**config.mk**
```make
export PLATFORM = sky130hd
export DESIGN_NAME = hazard_unit
export DESIGN_NICKNAME = d
export VERILOG_FILES = /design/src/rtl/pipe_pkg.sv /design/src/rtl/hazard_match.sv /design/src/rtl/hazard_unit.sv
export SDC_FILE = /design/constraint.sdc
export NUM_CORES = 1
export LEC_CHECK = 0
export ABC_AREA = 1
export BUFFER_PORTS_ARGS = -buffer_cell sky130_fd_sc_hd__buf_2
export CAP_MARGIN = 20
export CORE_MARGIN = 2
export CORE_UTILIZATION = 57
export CTS_BUF_LIST = sky130_fd_sc_hd__clkbuf_2
export CTS_CLUSTER_DIAMETER = 120
export DETAILED_ROUTE_END_ITERATION = 10
export PLACE_DENSITY_LB_ADDON = 0.3
export SETUP_SLACK_MARGIN = 0.05
export SKIP_LAST_GASP = 1
export SYNTH_ARGS = -nofsm -noshare
export SYNTH_HDL_FRONTEND = slang
export SYNTH_SLANG_ARGS = --single-unit
export TNS_END_PERCENT = 5
```
**constraint.sdc**
```tcl
create_clock -name clk -period 1.65 [get_ports clk]
set_input_delay 0.2475 -clock clk [delete_from_list [all_inputs] [get_ports clk]]
set_output_delay 0.2475 -clock clk [all_outputs]
set_load 0.1 [all_outputs]
```
**src/rtl/pipe_pkg.sv**
```systemverilog
// Shared pipeline types: forwarding select encodings and scoreboard slot.
package pipe_pkg;

   typedef enum logic [1:0] {
      FWD_RF    = 2'd0,
      FWD_EXMEM = 2'd1,
      FWD_MEMWB = 2'd2
   } fwd_sel_e;

   typedef struct packed {
      logic       valid;
      logic       wreg;
      logic       m2reg;
      logic [4:0] dest;
   } sb_slot_t;

   // Youngest producer wins: a non-load in EX beats anything in MEM.
   function automatic fwd_sel_e fwd_select(input logic ex_hit,
                                           input logic ex_load,
                                           input logic mem_hit);
      fwd_sel_e sel;
      sel = FWD_RF;
      if (ex_hit && !ex_load) begin
         sel = FWD_EXMEM;
      end else if (mem_hit) begin
         sel = FWD_MEMWB;
      end
      return sel;
   endfunction

endpackage

```
**src/rtl/hazard_match.sv**
```systemverilog
// Combinational comparator: does a scoreboard slot produce source register r?
module hazard_match (
   input  logic       valid,
   input  logic       wreg,
   input  logic [4:0] dest,
   input  logic [4:0] r,
   input  logic       use_r,
   output logic       hit
);

   // Register 0 is hardwired, so it can never carry a dependency.
   always_comb begin
      hit = valid & wreg & use_r & (dest == r) & (r != 5'd0);
   end

endmodule

```
**src/rtl/hazard_unit.sv**
```systemverilog
// Pipeline hazard controller: load-use / RAW stall, EX operand forwarding
// selects, taken-branch flush and saturating event counters.
module hazard_unit #(
   parameter bit          FORWARD_EN = 1'b1,
   parameter int unsigned CNT_W      = 16
) (
   input  logic             clk,
   input  logic             rst,
   input  logic             id_valid,
   input  logic [4:0]       id_rs,
   input  logic [4:0]       id_rt,
   input  logic             id_use_rs,
   input  logic             id_use_rt,
   input  logic             id_wreg,
   input  logic             id_m2reg,
   input  logic [4:0]       id_destR,
   input  logic             ex_branch,
   input  logic             ex_zero,
   output logic             stall,
   output logic             flush_ifid,
   output logic             bubble_idex,
   output logic [1:0]       fwd_a,
   output logic [1:0]       fwd_b,
   output logic [CNT_W-1:0] stall_cnt,
   output logic [CNT_W-1:0] flush_cnt
);

   import pipe_pkg::*;

   sb_slot_t sb_ex, sb_mem, sb_wb;
   logic     ex_hit_rs, ex_hit_rt, mem_hit_rs, mem_hit_rt;
   logic     taken, raw_hazard;
   fwd_sel_e fwd_a_nxt, fwd_b_nxt;

   // The register file writes on the falling edge, so the WB slot never
   // matches; it and the MEM load flag are tracked but not consumed.
   logic unused_sb;
   assign unused_sb = ^{sb_mem.m2reg, sb_wb};

   hazard_match u_ex_rs (
      .valid (sb_ex.valid), .wreg (sb_ex.wreg), .dest (sb_ex.dest),
      .r     (id_rs),       .use_r(id_use_rs), .hit  (ex_hit_rs)
   );

   hazard_match u_ex_rt (
      .valid (sb_ex.valid), .wreg (sb_ex.wreg), .dest (sb_ex.dest),
      .r     (id_rt),       .use_r(id_use_rt), .hit  (ex_hit_rt)
   );

   hazard_match u_mem_rs (
      .valid (sb_mem.valid), .wreg (sb_mem.wreg), .dest (sb_mem.dest),
      .r     (id_rs),        .use_r(id_use_rs),  .hit  (mem_hit_rs)
   );

   hazard_match u_mem_rt (
      .valid (sb_mem.valid), .wreg (sb_mem.wreg), .dest (sb_mem.dest),
      .r     (id_rt),        .use_r(id_use_rt),  .hit  (mem_hit_rt)
   );

   // Stall / flush / bubble decision; a taken branch overrides any stall.
   always_comb begin
      taken      = ex_branch & ex_zero;
      raw_hazard = 1'b0;
      if (FORWARD_EN) begin
         raw_hazard = (ex_hit_rs | ex_hit_rt) & sb_ex.m2reg;
      end else begin
         raw_hazard = ex_hit_rs | ex_hit_rt | mem_hit_rs | mem_hit_rt;
      end
      stall       = ~taken & id_valid & raw_hazard;
      flush_ifid  = taken;
      bubble_idex = stall | taken;
   end

   // Forward selects for the instruction about to enter EX.
   always_comb begin
      fwd_a_nxt = FWD_RF;
      fwd_b_nxt = FWD_RF;
      if (FORWARD_EN && !bubble_idex) begin
         fwd_a_nxt = fwd_select(ex_hit_rs, sb_ex.m2reg, mem_hit_rs);
         fwd_b_nxt = fwd_select(ex_hit_rt, sb_ex.m2reg, mem_hit_rt);
      end
   end

   // Forward select registers track the ID/EX contents.
   always_ff @(posedge clk or posedge rst) begin
      if (rst) begin
         fwd_a <= '0;
         fwd_b <= '0;
      end else begin
         fwd_a <= fwd_a_nxt;
         fwd_b <= fwd_b_nxt;
      end
   end

   // Scoreboard shift: ID -> EX -> MEM -> WB, bubbles enter as invalid.
   always_ff @(posedge clk or posedge rst) begin
      if (rst) begin
         sb_ex  <= '0;
         sb_mem <= '0;
         sb_wb  <= '0;
      end else begin
         sb_wb  <= sb_mem;
         sb_mem <= sb_ex;
         if (id_valid && !bubble_idex) begin
            sb_ex <= '{valid: 1'b1, wreg: id_wreg, m2reg: id_m2reg, dest: id_destR};
         end else begin
            sb_ex <= '0;
         end
      end
   end

   // Saturating stall and flush event counters.
   always_ff @(posedge clk or posedge rst) begin
      if (rst) begin
         stall_cnt <= '0;
         flush_cnt <= '0;
      end else begin
         if (stall && (stall_cnt != '1)) begin
            stall_cnt <= stall_cnt + CNT_W'(1);
         end
         if (taken && (flush_cnt != '1)) begin
            flush_cnt <= flush_cnt + CNT_W'(1);
         end
      end
   end

endmodule
```
==> flow_metrics.tcl <==
set metrics [dict create \
    overflow 0 \
    initial_utilization_pct 59.31 \
    ys_types 29 \
    yosysWarnings 0 \
    pin_count 63 \
    antenna_found_initial 0 \
    syn_area_mm2 0.003029 \
    dp_hpwl_um 5164 \
    ir_drop_mv 1.376 \
    place_area_mm2 0.003577 \
    crit_required_ns 1.40 \
    grt_pass1_wl_um 12880 \
    fill_cells 398 \
    die_w_um 76.90 \
    drtIter0Drc 192 \
    critical_path.max_stage_delay_ns 0.51 \
    hold_path_class "in -> reg" \
    post-route-period-util_pct 129.5 \
    violations "setup timing" \
    cts_tree "done" \
    ys_seq_area_share_pct 42.13 \
    grt_max_degree 52 \
    clock_sinks 51 \
    syn_avg_cell_area_um2 7.992 \
    die_h_um 76.90 \
    slowest_stage "dfrtp_2" \
    post-route-drc-count 0 \
    wl_um 7623 \
    crit_chain "xnor2_1 > nand2_1 > nor2_1 > nand2_2 > a21boi_4 > buf_12" \
    place_congestion 0.9312 \
    status "finished with violations" \
    cts_buffers 5 \
    clock_latency_ns 0.45 \
    final_cell_mix "87 x nand2_1, 60 x buf_2, 40 x inv_1, 40 x nor2_1, 35 x dfrtp_2" \
    diodes 0 \
    finalHoldViolations 0 \
    grt.total_usage_pct 27.33 \
    setup_viol 19 \
    critPathMaxFanout 3 \
    layout-drive-gt1-share_pct 39.45 \
    clockRootBuffer "clkbuf_2" \
    synth_largest_area_cell "dfrtp_1" \
    syn_inst 379 \
    max_cap_violations 0 \
    fin_nets 494 \
    crit_arrival_ns 1.89 \
    drtAntennaViolNets 0 \
    start_kind "flip-flop" \
    worst_pin_slew_ns 0.4949 \
    synth-seq-cells 51 \
    final_area_mm2 0.003861 \
    worstSetupPathType "reg -> out" \
    num_rows 26 \
    core_mm2 0.005107 \
    final_cell_count_no_fill 539 \
    cp-end-kind "primary output" \
    clk_pin_slew_worst_paths_ns 0.26 \
    num_vias 2901 \
    portBuffers 62 \
    slew_viol_final 0 \
    p_leak_nw 1.890 \
    yosys.area.top_type_share_pct 42.13 \
    rsz0062_at_grt "true" \
    fmax_mhz 467.8 \
    first_pass_iters 5 \
    wl_per_cell_um 14.14 \
    syn_nets 405 \
    grt_pass1_vias 2776 \
    r2r_setup_slack_ns -0.19 \
    routed_via_density 5.382 \
    syn_to_final_growth_pct 27.47 \
    die_area_mm2 0.005914 \
    clock_skew_ns 0.01888 \
    period_needed_ns 2.137 \
    setup_slack_ns -0.4875 \
    htree_levels 2 \
    slew_headroom_pct 67.24 \
    final_common_cell "nand2_1" \
    pwr_density_cell_mw_per_mm2 865.6 \
    cts_buffer_depth 2 \
    pre_cts_ws_ns -0.04413 \
    synth.area.top_cells "dfrtp_1 42%, nand2_1 12%, xnor2_1 5.8%" \
    place_inst 516 \
]
-- through the flow --
step	util, %	setup TNS, ns	power [mW]	hold slack (ns)
2_1_floorplan	-	-6.383	2.420	0.3535
3_3_place_gp	70.04	0	2.624	0.3093
3_5_place_dp	70.04	-0.04413	2.648	0.3180
4_1_cts	74.72	-1.198	3.344	0.1284
5_1_grt	75.60	-6.121	3.502	0.1157
6_report	75.60	-3.028	3.342	0.1357
-- timing repair --
item | 4_1_cts | 5_1_grt
setup buffers | 5 | 1
gates cloned | 0 | 1
hold endpoints to repair | 58 | 0
endpoints found under the setup margin | 31 | 69
resized for setup | 15 | 10
hold buffers | 8 | 0
pin swaps | 16 | 2
-- state kept, by name, indices dropped and copies added (netlist names) --
name and count:
sb_mem 7, fwd_b 2, flush_cnt 16, fwd_a 2, stall_cnt 16, sb_ex 8
-- worst max-delay path: cells and delay by family (launching register included) --
kind,cells,cell delay [ns]
XOR/XNOR,1,0.19
AND/OR/NAND/NOR,3,0.38
AO/OA/AOI/OAI,1,0.17
flip-flops,1,0.51
buffers and inverters,1,0.19
-- power by group --
part           leakage [nW]  switching, mW  internal (mW)
Clock                0.0432          0.403          0.269
Combinational          1.22          0.923          0.247
Sequential            0.627          0.129           1.37
-- per-layer routing --
| layer | global-route usage, % | part of all wire (%) | wire [µm] |
|---|---|---|---|
| met5 | 0 | 0 | 0 |
| met4 | 11.64 | 2.9 | 224 |
| met3 | 4.471 | 6.6 | 504 |
| met2 | 45.88 | 48 | 3684 |
| met1 | 35.04 | 42 | 3209 |
-- layout make-up --
cell class                      count  area, µm²  area share, %
Inverter                           48      180.2          4.666
Tap cell                           70      87.58          2.268
Timing Repair Buffer               86      564.3          14.61
Multi-Input combinational cell    276       1644          42.58
Sequential cell                    51       1320          34.19
Clock buffer                        7      35.03         0.9073
Clock inverter                      1      30.03         0.7777
-- final timing paths --
check,startpoint,endpoint,cells after the start
max in group asynchronous,rst,flush_cnt[5],4
min in group asynchronous,rst,sb_mem[1],4
max reg2reg,sb_ex[0],stall_cnt[12],10
min reg2reg,sb_ex[7],sb_mem[7],0
min,ex_zero,fwd_a[0],4
max,sb_ex[0],stall,6
-- synth_stat cells --
master,number
nand2_2,20
dfrtp_1,51
o21ai_1,4
nand2_1,95
nand2_4,2
xnor2_1,20
xor2_1,16
ha_1,2
o2111ai_1,1
nor2_1,43
nand3_1,13
nand3_2,4
nand3b_1,4
buf_6,1
inv_2,6
a21oi_1,5
nor2_2,1
a21boi_0,1
buf_2,3
nand4_1,23
nand3_4,2
nor3_1,8
o21ai_0,4
nor3_4,3
or2_2,2
or2_1,1
buf_12,1
nor2_4,1
inv_1,42
-- kinds of logic after synthesis --
family,after synthesis,share of synthesized area (%)
compound gates,15,2.685
fa+ha+maj,2,0.8260
simple gates,222,36.47
buf+inv,53,7.476
flops,51,42.13
xor+xnor,36,10.41
Note: power is estimated with default switching activity, not from simulation.
